## src/rtl/wb_port_arbiter.sv

```systemverilog
// wb_port_arbiter: arbitrates the single register-file write port between core
// writebacks and buffered load returns, registers the writeback-mux controls and
// keeps a per-register load scoreboard for RAW/WAW hazard detection.
//
// Ports:
//   clk, rst                      clock, async active-high reset
//   core_wb_valid/rd/sel          core writeback request (held until core_wb_ready)
//   core_wb_ready                 comb: core request granted this cycle
//   ld_issue_valid/rd             load issued to memory (sets scoreboard bit)
//   ld_ret_valid/rd/data          load data returning from memory
//   ld_ret_ready                  comb: one-entry load buffer can accept
//   chk_rs1/chk_rs2, raw_stall    hazard check against registered scoreboard
//   wb_sel, wb_load_data          registered writeback mux controls / load data
//   rf_we, rf_rd                  registered register-file write enable/address
//   pending                       registered scoreboard, bit 0 always 0
module wb_port_arbiter #(
    parameter int unsigned MAX_LD_STREAK = 2,
    parameter int unsigned XLEN          = 32
) (
    input  logic            clk,
    input  logic            rst,
    input  logic            core_wb_valid,
    input  logic [4:0]      core_wb_rd,
    input  logic [2:0]      core_wb_sel,
    output logic            core_wb_ready,
    input  logic            ld_issue_valid,
    input  logic [4:0]      ld_issue_rd,
    input  logic            ld_ret_valid,
    input  logic [4:0]      ld_ret_rd,
    input  logic [XLEN-1:0] ld_ret_data,
    output logic            ld_ret_ready,
    input  logic [4:0]      chk_rs1,
    input  logic [4:0]      chk_rs2,
    output logic            raw_stall,
    output logic [2:0]      wb_sel,
    output logic [XLEN-1:0] wb_load_data,
    output logic            rf_we,
    output logic [4:0]      rf_rd,
    output logic [31:0]     pending
);

    localparam int unsigned STREAK_W = (MAX_LD_STREAK < 1) ? 1 : $clog2(MAX_LD_STREAK + 1);
    localparam logic [2:0]  SEL_LOAD = 3'b001;

    // State registers
    logic                buf_valid_q, buf_valid_d;
    logic [4:0]          buf_rd_q, buf_rd_d;
    logic [XLEN-1:0]     buf_data_q, buf_data_d;
    logic [STREAK_W-1:0] streak_q, streak_d;
    logic [31:0]         pending_q, pending_d;
    logic                rf_we_q, rf_we_d;
    logic [4:0]          rf_rd_q, rf_rd_d;
    logic [2:0]          wb_sel_q, wb_sel_d;
    logic [XLEN-1:0]     wb_load_data_q, wb_load_data_d;

    logic core_elig, streak_max, grant_ld, grant_core, accept;

    // Arbitration: load wins unless it has starved an eligible core request.
    always_comb begin
        core_elig  = core_wb_valid && !pending_q[core_wb_rd];
        streak_max = (streak_q == STREAK_W'(MAX_LD_STREAK));
        grant_ld   = buf_valid_q && !(core_elig && streak_max);
        grant_core = core_elig && !grant_ld;
        accept     = ld_ret_valid && (!buf_valid_q || grant_ld);
    end

    assign core_wb_ready = grant_core;
    assign ld_ret_ready  = !buf_valid_q || grant_ld;
    // pending_q[0] is held at zero, so x0 sources never stall.
    assign raw_stall     = pending_q[chk_rs1] || pending_q[chk_rs2];

    // Next-state for buffer, streak, scoreboard and write stage.
    always_comb begin
        buf_valid_d    = buf_valid_q;
        buf_rd_d       = buf_rd_q;
        buf_data_d     = buf_data_q;
        streak_d       = streak_q;
        pending_d      = pending_q;
        rf_we_d        = 1'b0;
        rf_rd_d        = rf_rd_q;
        wb_sel_d       = wb_sel_q;
        wb_load_data_d = wb_load_data_q;

        // Drain then refill so a same-cycle accept keeps the buffer full.
        if (grant_ld) begin
            buf_valid_d = 1'b0;
        end
        if (accept) begin
            buf_valid_d = 1'b1;
            buf_rd_d    = ld_ret_rd;
            buf_data_d  = ld_ret_data;
        end

        if (grant_core || !core_wb_valid) begin
            streak_d = '0;
        end else if (grant_ld && !streak_max) begin
            streak_d = streak_q + STREAK_W'(1);
        end

        // Clear before set so an issue to the draining rd keeps the bit set.
        if (grant_ld) begin
            pending_d[buf_rd_q] = 1'b0;
        end
        if (ld_issue_valid && (ld_issue_rd != 5'd0)) begin
            pending_d[ld_issue_rd] = 1'b1;
        end
        pending_d[0] = 1'b0;

        if (grant_ld) begin
            rf_we_d        = (buf_rd_q != 5'd0);
            rf_rd_d        = buf_rd_q;
            wb_sel_d       = SEL_LOAD;
            wb_load_data_d = buf_data_q;
        end else if (grant_core) begin
            rf_we_d  = (core_wb_rd != 5'd0);
            rf_rd_d  = core_wb_rd;
            wb_sel_d = core_wb_sel;
        end
    end

    always_ff @(posedge clk or posedge rst) begin
        if (rst) begin
            buf_valid_q    <= 1'b0;
            buf_rd_q       <= '0;
            buf_data_q     <= '0;
            streak_q       <= '0;
            pending_q      <= '0;
            rf_we_q        <= 1'b0;
            rf_rd_q        <= '0;
            wb_sel_q       <= '0;
            wb_load_data_q <= '0;
        end else begin
            buf_valid_q    <= buf_valid_d;
            buf_rd_q       <= buf_rd_d;
            buf_data_q     <= buf_data_d;
            streak_q       <= streak_d;
            pending_q      <= pending_d;
            rf_we_q        <= rf_we_d;
            rf_rd_q        <= rf_rd_d;
            wb_sel_q       <= wb_sel_d;
            wb_load_data_q <= wb_load_data_d;
        end
    end

    assign rf_we        = rf_we_q;
    assign rf_rd        = rf_rd_q;
    assign wb_sel       = wb_sel_q;
    assign wb_load_data = wb_load_data_q;
    assign pending      = pending_q;

endmodule

```

## config.mk

```make
export PLATFORM = sky130hd
export DESIGN_NAME = wb_port_arbiter
export DESIGN_NICKNAME = d
export VERILOG_FILES = /design/src/rtl/wb_port_arbiter.sv
export SDC_FILE = /design/constraint.sdc
export NUM_CORES = 1
export LEC_CHECK = 0
export ABC_AREA = 0
export BUFFER_PORTS_ARGS = -buffer_cell sky130_fd_sc_hd__buf_4
export CAP_MARGIN = 40
export CORE_AREA = 2 2 127 129
export DETAILED_ROUTE_END_ITERATION = 10
export DIE_AREA = 0 0 129 131
export GPL_TIMING_DRIVEN = 0
export PLACE_DENSITY = 0.64
export SKIP_CTS_REPAIR_TIMING = 1
export SKIP_LAST_GASP = 1
export SLEW_MARGIN = 0
export SYNTH_ARGS = -nofsm -noshare
export SYNTH_HDL_FRONTEND = slang
export SYNTH_SLANG_ARGS = --single-unit
```

## constraint.sdc

```tcl
create_clock -name clk -period 4.2 [get_ports clk]
set_input_delay 0.84 -clock clk [delete_from_list [all_inputs] [get_ports clk]]
set_output_delay 0.84 -clock clk [all_outputs]
set_load 0.01 [all_outputs]
```

==> impl_metrics.yaml <==
outcome:
  status: "complete, no violations"
drt:
  wl_per_cell_um: 19.1
  first_pass_iters: 4
  drtAntennaViolNets: 0
  via_per_inst: 5.30
  drc: 0
  routed_wl_mm: 14.8
  num_vias: 4094
  drtIter0Drc: 174
timing:
  max_freq_ghz: 0.252
  setup_viol: 0
  maxSlewViolCount: 0
  min_period_over_period: 0.946
  hold_viol: 0
  period_needed_ps: 3970
  setup_tns_ps: 0
  clock_skew_ps: 7.38
  rsz0062_at_grt: "false"
  worst_slew_pin_slew_ps: 618
  slew_headroom: 0.588
run:
  maxCapViolations: 0
placement:
  port_buffers: 132
  dp_hpwl_mm: 11.0
  placedInstanceArea_mm2: 0.00679
  gp_congestion: 0.879
yosys:
  yosysUniqueCellTypes: 45
  synth.top_cell.area_share: 0.510
  yosysWarnings: 0
  synth_top_cell_by_area: "dfrtp_1"
  synth.most_common_cell: "dfrtp_1"
  syn_inst: 409
  synth_common_cells: "112 x dfrtp_1, 44 x mux2_2, 35 x o21ai_0"
  synthArstFlopShare: 1.00
  ys_seq_elements: 112
  synth_area_mm2: 0.00550
  synth_fp_nets: 475
  yosysSeqAreaShare: 0.510
  synth.area.top_cells: "dfrtp_1 51%, mux2_2 9.0%, mux4_2 9.0%"
  synth_edf_count: 0
  syn_avg_cell_area_um2: 13.4
  synth_top_flop_cell: "dfrtp_1"
clocking:
  cts_tree: "built"
  path_clk_slew_ps: 70
  clk_latency_ps: 340
  root_buffer: "clkbuf_16"
  cts.sinks: 112
  cts.path.max_buffers: 2
  htreeDepth: 3
  numCtsBuffers: 9
finish:
  diodes: 0
  fin_area_mm2: 0.00707
  drive_above_1_share: 0.476
  n_fill_cell: 1415
  syn2layout_area_growth_pct: 28.7
  fin_nets: 619
die:
  fp-row-count: 46
  floorplan.initialDensity: 0.352
  die_area_mm2: 0.0169
  die_h_um: 131
  ios: 141
  coreArea_mm2: 0.0156
  fp.dieW_um: 129
critical_path:
  slowest_delay_ps: 540
  worstPathRequired_ps: 3360
  critPathCaptureType: "primary output"
  cp_max_fo: 10
  path_class: "in -> out"
  cp.arrival_ps: 3130
  slowest_stage: "mux4_2"
  critical_path.cell_chain: "buf_4 > buf_6 > mux4_2 > a22oi_1 > o211ai_1 > a21boi_2 > buf_2 > buf_2 > nand3_1 > buf_4"
  startpoint_type: "input port"
global_route:
  grt_pass1_vias: 4308
  grt_max_degree: 65
  grt.total_usage: 0.177
  grt_overflow: 0
  antenna_found_initial: 0
  grt_pass1_wl_mm: 23.1
power_and_ir_drop:
  vdd_drop_max_mv: 0.245
  p_per_area_mw_per_mm2: 466
  p_leak_nw: 3.10
min_path:
  hold_path_class: "reg -> reg"
[per-stage QoR]
stage	utilization	hold slack (ps)	total power [W]	setup WS, ps	std cells
2_1_floorplan	-	477	0.00197	401	409
6_report	0.454	505	0.00330	226	773
5_1_grt	0.454	526	0.00346	63.5	773
3_5_place_dp	0.435	493	0.00247	223	758
4_1_cts	0.454	509	0.00331	202	773
3_3_place_gp	0.433	486	0.00243	-745	757
[final cells by class]
cell class              instances  area, um^2  area share
flip-flops and latches        112        2800       0.396
multi-input cells             258        2500       0.354
plain buffers                  28         148      0.0209
well taps                     216         270      0.0382
repair buffers                133        1020       0.144
clock inverters                 4        45.0     0.00637
clock buffers                  11         243      0.0343
inverters                      11        43.8     0.00619
[cell families after synthesis]
logic type | count (synthesis) | synth area share
AOI/OAI and AO/OA | 93 | 0.119
DFF | 112 | 0.510
other | 1 | 0.000682
muxes | 100 | 0.270
adders and majority gates | 1 | 0.00228
and+or+nand+nor | 63 | 0.0642
buffers and inverters | 39 | 0.0344
[placed cells by master, fill, tap and decap left out, drive strengths merged, types with 2 or more instances in the layout]
cell / Yosys / layout
clkbuf: 13 / 24
and4: 2 / 2
a311oi: 4 / 4
a31oi: 2 / 2
buf: 15 / 148
o211ai: 5 / 5
inv: 11 / 11
nor2: 11 / 11
and2: 2 / 2
or3: 2 / 2
mux2: 74 / 74
clkinv: 0 / 3
o41ai: 7 / 7
nor3: 5 / 5
o32ai: 2 / 2
dfrtp: 112 / 112
o2111ai: 2 / 2
o21a: 2 / 2
o31ai: 24 / 24
nand3: 7 / 7
nor2b: 3 / 3
mux2i: 4 / 4
nand2: 14 / 14
or3b: 5 / 5
a22oi: 2 / 2
mux4: 22 / 22
o21ai: 35 / 35
nand3b: 11 / 11
[final timing paths]
path	from	end	slack [ps]	cells past startpoint
min reg2reg	buf_data_q[28]	wb_load_data[28]	510	1
min	buf_data_q[28]	wb_load_data[28]	510	1
max	core_wb_rd[0]	ld_ret_ready	230	10
max reg2reg	pending[11]	buf_data_q[13]	1630	7
min in group asynchronous	rst	buf_data_q[10]	590	2
max in group asynchronous	rst	pending[24]	2900	3
[registers in the layout, summed over array words and instances (netlist names)]
register	count
buf_rd_q	5
rf_rd	5
wb_sel	3
streak_q	2
rf_we	1
wb_load_data	32
pending	31
buf_valid_q	1
buf_data_q	32
[power by group]
part	internal, W	leakage [nW]	total, W	switching (W)
Clock	0.000473	0.145	0.000850	0.000377
Combinational	0.000545	1.63	0.000955	0.000410
Sequential	0.00127	1.33	0.00149	0.000220
Total	0.00229	3.10	0.00330	0.00101
[critical path, delay by kind of cell]
family | cells | cell delay (ps)
AND/OR/NAND/NOR | 1 | 120
buffers and inverters | 5 | 940
AO/OA/AOI/OAI | 3 | 670
multiplexers | 1 | 540
[layer usage]
| metal | share of wire | track usage |
|---|---|---|
| met1 | 0.41 | 0.223 |
| met2 | 0.48 | 0.294 |
| met3 | 0.092 | 0.0525 |
| met4 | 0.017 | 0.0543 |
| met5 | 0 | 0 |
(Power assumes the default switching activity.)
